`src/rtl/alu_muldiv_sequencer.sv`:
```
// Sequences the shared 16-bit ALU through shift-add multiply
// and restoring divide, accumulating a 32-bit HI/LO result.
module alu_muldiv_sequencer (
  input  logic        i_clk,
  input  logic        i_rst,
  input  logic        i_start,
  input  logic        i_op,
  input  logic [15:0] i_a,
  input  logic [15:0] i_b,
  output logic        o_busy,
  output logic        o_done,
  output logic [15:0] o_hi,
  output logic [15:0] o_lo,
  output logic        o_div_by_zero,
  output logic [15:0] o_alu_x,
  output logic [15:0] o_alu_y,
  output logic [2:0]  o_alu_opcod,
  input  logic [15:0] i_alu_out,
  input  logic        i_alu_cout
);

  localparam logic [1:0] S_IDLE = 2'd0;
  localparam logic [1:0] S_RUN  = 2'd1;
  localparam logic [1:0] S_DONE = 2'd2;

  localparam logic [2:0] OP_ADD = 3'b000;
  localparam logic [2:0] OP_SUB = 3'b001;

  logic [1:0]  r_state;
  logic [3:0]  r_cnt;
  logic [15:0] r_hi;
  logic [15:0] r_lo;
  logic [15:0] r_opnd;
  logic        r_op;
  logic        r_dbz;

  logic [15:0] w_x;
  logic [15:0] w_y;
  logic [2:0]  w_opc;
  logic        w_run;
  logic        w_ge;
  logic [16:0] w_sum;

  assign w_run = (r_state == S_RUN);

  // ALU drive depends only on registered state, never on i_start
  always_comb begin
    w_x   = 16'h0000;
    w_y   = 16'h0000;
    w_opc = OP_ADD;
    if (w_run) begin
      if (!r_op) begin
        w_x = r_hi;
        w_y = r_lo[0] ? r_opnd : 16'h0000;
      end else begin
        w_opc = OP_SUB;
        w_x   = {r_hi[14:0], r_lo[15]};
        w_y   = r_opnd;
      end
    end
  end

  assign w_sum = {i_alu_cout, i_alu_out};
  // hi[15] set means the shifted remainder already exceeds 16 bits
  assign w_ge  = r_hi[15] | i_alu_cout;

  always_ff @(posedge i_clk or posedge i_rst) begin
    if (i_rst) begin
      r_state <= S_IDLE;
      r_cnt   <= 4'd0;
      r_hi    <= 16'h0000;
      r_lo    <= 16'h0000;
      r_opnd  <= 16'h0000;
      r_op    <= 1'b0;
      r_dbz   <= 1'b0;
    end else begin
      case (r_state)
        S_IDLE: begin
          if (i_start) begin
            r_op   <= i_op;
            r_opnd <= i_b;
            r_cnt  <= 4'd0;
            if (i_op && (i_b == 16'h0000)) begin
              r_hi    <= i_a;
              r_lo    <= 16'hFFFF;
              r_dbz   <= 1'b1;
              r_state <= S_DONE;
            end else begin
              r_hi    <= 16'h0000;
              r_lo    <= i_a;
              r_dbz   <= 1'b0;
              r_state <= S_RUN;
            end
          end
        end
        S_RUN: begin
          if (!r_op) begin
            r_hi <= w_sum[16:1];
            r_lo <= {w_sum[0], r_lo[15:1]};
          end else begin
            r_hi <= w_ge ? i_alu_out : w_x;
            r_lo <= {r_lo[14:0], w_ge};
          end
          r_cnt <= r_cnt + 4'd1;
          if (r_cnt == 4'd15) begin
            r_state <= S_DONE;
          end
        end
        S_DONE: begin
          r_state <= S_IDLE;
        end
        default: begin
          r_state <= S_IDLE;
        end
      endcase
    end
  end

  assign o_busy        = w_run;
  assign o_done        = (r_state == S_DONE);
  assign o_hi          = r_hi;
  assign o_lo          = r_lo;
  assign o_div_by_zero = r_dbz;
  assign o_alu_x       = w_x;
  assign o_alu_y       = w_y;
  assign o_alu_opcod   = w_opc;

endmodule

```
`config.mk`:
```
export PLATFORM = sky130hd
export DESIGN_NAME = alu_muldiv_sequencer
export DESIGN_NICKNAME = d
export VERILOG_FILES = /design/src/rtl/alu_muldiv_sequencer.sv
export SDC_FILE = /design/constraint.sdc
export NUM_CORES = 1
export LEC_CHECK = 0
export CAP_MARGIN = 20
export CORE_ASPECT_RATIO = 0.9
export CORE_MARGIN = 1.5
export CORE_UTILIZATION = 40
export DETAILED_ROUTE_END_ITERATION = 12
export GPL_ROUTABILITY_DRIVEN = 0
export MAX_ROUTING_LAYER = met4
export PLACE_DENSITY = 0.75
export SLEW_MARGIN = 25
export SYNTH_ARGS = -nofsm -noshare
export SYNTH_HDL_FRONTEND = slang
export SYNTH_SLANG_ARGS = --single-unit
```
`constraint.sdc`:
```
create_clock -name i_clk -period 2 [get_ports i_clk]
set_input_delay 0.2 -clock i_clk [delete_from_list [all_inputs] [get_ports i_clk]]
set_output_delay 0.2 -clock i_clk [all_outputs]
set_load 0.05 [all_outputs]
```
==> impl_summary.md, run 1 <==
Run
The tool flagged a number of max-cap violations equal to 0.

Global route
The global-route usage over all layers is 23.0%. The global-route congestion overflow total is 0. The number of antenna violations at the first check in global routing is 0. The first global-routing pass estimated 16200 µm of wire. Entering global routing, the biggest net connects 66 pins.

The number of global-route vias before repair is 3125.

Timing
The number of slew-limit violations in the final report is 0. After layout, the worst setup slack is 0.104 ns. The actual transition at the worst max-transition pin is 0.669 ns.

The maximum clock frequency is 0.527 GHz. Dividing the final minimum period by the clock period gives 94.8%. The headroom to the max-slew limit is 55.4%. The smallest clock period supported by the final layout is computed as 1.90 ns. The hold violation count in the final report is 0. In the final timing run, aggregate negative setup slack is 0 ns. The clock arrives with 0.00789 ns of skew.

The total of endpoints with negative setup slack in the final report is 0. Setup repair after global routing left no endpoint under its margin.

Die
Pin placement for this block handled 123 I/O pins. The die extent in x is 100 µm. The floorplan step defined a die boundary enclosing 9030 µm². The die height is 90.3 µm. The number of placement rows is 31. The area of the core is 8150 µm². The starting density of the core is 41.6%.

Final layout
The post-route netlist has 14.5% of its cells at a drive strength greater than 1. Once layout is complete, the utilization of the core stands at 62.7%. The top cell types in the final layout, fill and taps aside, are clkdlybuf4s50_1 (85), nand2_1 (63), nor2_1 (57), dfrtp_1 (55). The library cell used most frequently in the layout, excluding fill and tap cells, is clkdlybuf4s50_1. The area growth from synthesis to layout is 50.8%.

The number of fillers in the final layout is 666. The repair_antennas step left the layout with diodes totalling 0. The net count reported at finish is 558. The cell area after layout is 5110 µm².

Synthesis
Synthesis inferred 56 register bits. Sequential elements use 41.4% of the synthesized area. Counting every instance in the synthesized netlist gives 400.

The area of the mapped netlist is 3390 µm². dfrtp_1 takes more of the synthesized area than any other cell. The number of warnings printed during yosys synthesis is 0. Synthesis instantiated 43 different standard cells from the library. The synthesized design devotes to its leading area cell type 41.4% of total area. By area the synthesized netlist is led by dfrtp_1 (41%), mux2i_1 (11%), nand2_1 (7.0%), nor2_1 (6.4%), a21oi_1 (4.6%). After synthesis, the mean cell area works out to 8.47 µm².

Place
During placement, the flow inserted port buffers numbering 120. The post-DP HPWL is 7000 µm. The post-placement worst setup slack is 0.0310 ns.

In this run the cell area measured after placement is 5010 µm².

Worst setup path
The worst register-to-register path ends at o_hi[0]. The worst register-to-register path has a setup slack of 0.27 ns. Tracing the worst setup path back leads to its startpoint at r_state[0].

The startpoint-to-endpoint class of the critical path is reg2out. The number of buffers and inverters on the critical path is 1. The worst register-to-register path begins at o_hi[15]. For this run, the slowest stage of the critical path takes 0.82 ns. The worst setup path is captured at a primary output. The critical path goes through nor2b_1 > clkdlybuf4s50_1. Along the worst path, the maximum fanout reaches 5.

On the critical path, the stage with the largest delay is an instance of clkdlybuf4s50_1. The number of cells traversed by the worst register-to-register path is 4. The top cell family by delay on the critical path is buffers and inverters.

Data arrives at the worst endpoint at 1.70 ns. The critical path startpoint category is a register. Data on the critical path is required at its endpoint by 1.80 ns.

Clock tree
The clock latency on the worst-skew pair is 0.31 ns. The clock sink count is 56. The largest buffer count on any clock path is 2. The total of hold buffers inserted after clock tree synthesis is 0. The CTS tree is yes. The buffer count from post-CTS setup fixing is 0. The cell at the root of the clock tree is clkbuf_8. The clock transition at the registers of the reported paths is 0.10 ns. The H-tree was split into 2 levels. The TritonCTS buffer count is 5. The post-cts sizing count is 0.

Drt
The number of nets still failing antenna checks after routing is 0. Using the TritonRoute via totals, the vias-per-cell ratio works out to 5.43. The total routed wirelength is 9680 µm. The total number of vias is 3272. The first TritonRoute pass finished after 5 iterations. The detail-routed net length per standard cell is 16.1 µm. The final routed DRC violation total is 0.

After the first detailed-routing iteration, the DRC count stood at 191.

Min path
The kind of path behind the tightest hold check is in2async.

Run status
The run finished with clean final reports.
metrics by stage:
step	hold slack [ns]	std cells
2_1_floorplan	0.305	401
5_1_grt	0.227	603
3_3_place_gp	0.449	596
6_report	0.182	603
4_1_cts	0.193	603
3_5_place_dp	0.456	596
state kept, by name (all words and copies together) (netlist names):
name,count
o_div_by_zero,1
o_hi,16
o_lo,16
r_cnt,4
r_op,1
r_opnd,16
r_state,2
cells in the mapped netlist (all sizes together):
cell type  number
o22ai           3
nor2           59
a22o            2
o21ai          28
and2           18
nand3           5
dfrtp          56
inv             2
clkbuf         16
a211o           2
a21oi          31
nor4            3
a221o           7
or3b            7
mux2i          37
o21a            1
a211oi          1
conb            1
nor4b           1
buf            19
nand2          64
o21bai          1
a311oi          7
or2             1
ha              1
o21ba           1
nor3b           1
nor3            4
mux2            2
nor2b           1
a31oi          15
nand2b          1
or3             1
nand4           1
metal layers:
metal,global-route usage (%),wire length [µm]
met1,33.5,4530
met2,34.4,4620
met3,3.33,472
met4,4.11,66
met5,-,0
worst register-to-register path: cells and delay by family (launching register included):
| kind | cells | cell delay [ns] |
|---|---|---|
| AOI/OAI and AO/OA | 2 | 0.37 |
| DFF | 1 | 0.59 |
| muxes | 1 | 0.25 |
| and+or+nand+nor | 1 | 0.42 |
cells by family (layout without fill, tap and decap cells):
family	after synthesis	after routing	synth area share, %
mux	39	39	11.6
fa+ha+maj	1	1	0.369
compound gates	99	99	17.9
simple gates	167	167	23.5
flops	56	56	41.4
other cells	1	2	0.111
buf+inv	37	140	5.17
worst max-delay path by stage:
stage                  end  cells past startpoint
2_1_floorplan  o_alu_x[10]                      5
3_3_place_gp       o_hi[8]                      5
3_5_place_dp       o_lo[5]                      5
4_1_cts             o_done                      2
5_1_grt         o_alu_y[3]                      5
6_report            o_done                      2
final cells by class:
class,instances,area [µm²],area share (%)
Timing Repair Buffer,131,1660,32.5
Clock buffer,7,96.3,1.89
Inverter,2,7.51,0.147
Sequential cell,56,1400,27.4
Multi-Input combinational cell,308,1820,35.6
Tap cell,99,124,2.42
Power of run 1 is not shown: default switching activity piles up to over one toggle a cycle in this logic, so the estimate is an artifact.
==> run 2, diff against run 1 <==
--- a/config.mk
+++ b/config.mk
@@ -7,7 +7,7 @@
 export LEC_CHECK = 0
 export CAP_MARGIN = 20
 export CORE_ASPECT_RATIO = 0.9
-export CORE_MARGIN = 1.5
+export CORE_MARGIN = 2
 export CORE_UTILIZATION = 40
 export DETAILED_ROUTE_END_ITERATION = 12
 export GPL_ROUTABILITY_DRIVEN = 0
==> run 2 against run 1 <==
Net effect: sequential share of layout area decreased by 0.054 points; core utilization increased by 0.12 points; clock skew decreased by 0.0012 ns; critical path depth unchanged; register-to-register slack about the same; fmax increased by 0.46%; setup slack improved by 0.0087 ns; worst hold slack improved by 0.056 ns; cell count increased by 0.50%; largest cell class unchanged; clock-buffer cell count unchanged.
==> impl_summary.md, run 2 (synthesized netlist as in run 1, its figures left out) <==
Drt
The detailed router's first-iteration violation count is 135 (-29%). The detail-routed net length per standard cell is 16.3 µm (+1.6%). The final routed DRC violation total is 0 (unchanged). The total number of vias came to 3266 (-0.18%). The detailed-routing iteration count for the pre-antenna-repair pass was 4 (-1).

The routed via count divided by cell count was 5.39 (-0.68%). The number of nets still failing antenna checks after routing was 0 (unchanged). The total routed wirelength is 9890 µm (+2.1%).

Final layout
The most common cell after layout, fill and taps aside is clkdlybuf4s50_1. The number of antenna diodes is 0 (unchanged). The share of cells above drive strength 1 is 15.0% (+0.51 points). The net count reported at finish is 561 (+0.54%). The layout-stage area growth over the synthesis result is 51.1%.

The library cells used most frequently in the layout, excluding fill and tap cells, are clkdlybuf4s50_1 (85), nand2_1 (63), nor2_1 (57), dfrtp_1 (55), mux2i_1 (37). The number of fillers in the final layout came to 667 (+0.15%). The area of combinational cells with multiple inputs is 1820 µm² (unchanged). The cell area after layout is 5120 µm² (+0.20%). The final cell utilization of the core is 62.9% (+0.12 points). The storage element area is 1400 µm² (unchanged).

Timing
The total of endpoints with negative setup slack in the final report is 0 (unchanged). The maximum clock frequency is 0.530 GHz (+0.46%). The fraction of the cycle the final worst path needs is 94.4% (-0.44 points). The final setup skew was 0.00664 ns (-0.00124 ns). The worst hold slack across all endpoints is 0.238 ns (+0.0562 ns). The number of slew-limit violations in the final report is 0 (unchanged). Setup repair after global routing left no endpoint under its margin. The hold violation count in the final report is 0 (unchanged). The actual transition at the worst max-transition pin is 0.681 ns (+0.0118 ns). The headroom to the max-slew limit is 54.6% (-0.79 points).

The minimum clock period after layout is 1.89 ns (-0.00874 ns).

Worst setup path
The required time of the critical path is 1.80 ns (about the same). The slowest stage of the critical path is the clkdlybuf4s50_1 cell. The critical path goes through nor2b_1 > clkdlybuf4s50_1. The number of cells traversed by the worst register-to-register path is 4 (unchanged).

The stage delay of the slowest cell on the critical path is 0.82 ns (about the same). The critical path startpoint category is a register. Among cell families on the critical path, the largest total delay comes from buffers and inverters.

The largest fanout on the critical path is 5 (unchanged). The critical path is of the reg2out type. The critical path endpoint category is a primary output. The number of buffers and inverters on the critical path came to 1 (unchanged).

The worst path arrival time is 1.69 ns (about the same). The instance count on the critical path is 2 (unchanged).

Die
The area of the core is 8150 µm² (unchanged). The die height is 91.3 µm (+1.1%). The area of the die is 9220 µm² (+2.1%). The number of placement rows was 31 (unchanged). The I/O pin total came to 123 (unchanged).

The die extent in x was 101 µm (+1.0%). The starting density of the core is 41.6% (unchanged).

Clock tree
The clock latency on the worst-skew pair is 0.30 ns (about the same). The largest buffer count on any clock path is 2 (unchanged). The buffer count from post-CTS setup fixing came to 0 (unchanged). The clock sink count is 56 (unchanged). The TritonCTS buffer count came to 5 (unchanged).

The post-cts sizing count is 0 (unchanged). The clock transition at the registers of the reported paths is 0.10 ns (about the same). The CTS tree is yes. The total of hold buffers inserted after clock tree synthesis is 0 (unchanged). The cell at the root of the clock tree is clkbuf_8.

The count of H-tree levels built during CTS is 2 (unchanged).

Place
The number of input and output port buffers inserted is 120 (unchanged). The post-DP HPWL is 7450 µm (+6.4%). The post-place instance area is 5020 µm² (+0.20%).

Global route
The number of antenna violations at the first check in global routing came to 0 (unchanged). The global-route congestion overflow total is 0 (unchanged). The met1 track utilization from global routing is 31.9% (-1.6 points).

The wire length of the first global-routing pass was 16300 µm (+0.77%). The met2 routing resource usage after global routing came to 34.2% (-0.19 points). The number of global-route vias before repair is 3224 (+3.2%). The maximum number of pins on one net before global-route repair is 46 (-30%). The global-route track usage on met3 is 3.23% (-0.095 points).

The global-route layer with the greatest usage is met2. The global-route usage over all layers was 22.7% (-0.27 points).

Run
The number of max-cap violations is 0 (unchanged).

Min path
The kind of path behind the tightest hold check is in2async.

Run status
The flow ran to the end, and the final reports show no timing, DRC or antenna violations.
[run 2: changes by cell type in the layout (fill, tap and decap cells not counted)]
cell	previous run	this run
buf_12	37	36
buf_4	9	13
[run 2: metrics by stage]
stage | setup WS, ns | cells | TNS [ns]
after floorplan | 0.0166 | 401 | 0
after global placement | 0.0983 | 599 | 0
after detailed placement | -0.00272 | 599 | -0.00508
after CTS | 0.0994 | 606 | 0
after global routing | 0.0703 | 606 | 0
final | 0.113 | 606 | 0
[run 2: final timing paths]
kind	from	endpoint	slack, ns
max in group asynchronous	i_rst	o_hi[13]	1.20
min reg2reg	r_opnd[13]	r_opnd[13]	0.48
min	i_rst	r_opnd[2]	0.24
min in group i_clk	i_b[14]	r_opnd[14]	0.46
max	r_state[0]	o_done	0.11
max reg2reg	o_hi[15]	o_hi[0]	0.27
[run 2: layout make-up]
cell class | instances | share of cell area, %
multi-input combinational | 308 | 35.6
timing repair buffer | 134 | 32.6
sequential | 56 | 27.4
tap | 99 | 2.42
clock buffer | 7 | 1.88
inverter | 2 | 0.147
[run 2: worst reg2reg max path, stage by stage (launching register included)]
cell and delay, ns:
dfrtp_1 0.59, nor2_4 0.43, mux2i_1 0.25, a21oi_1 0.08, a211o_1 0.27
[run 2: metal layers]
| layer | up-vias | wire length, µm |
|---|---|---|
| met5 | - | 0 |
| met4 | 0 | 221 |
| li1 | 1606 | - |
| met1 | 1523 | 4570 |
| met2 | 119 | 4560 |
| met3 | 18 | 538 |
Power of run 2 is left out for the same reason.
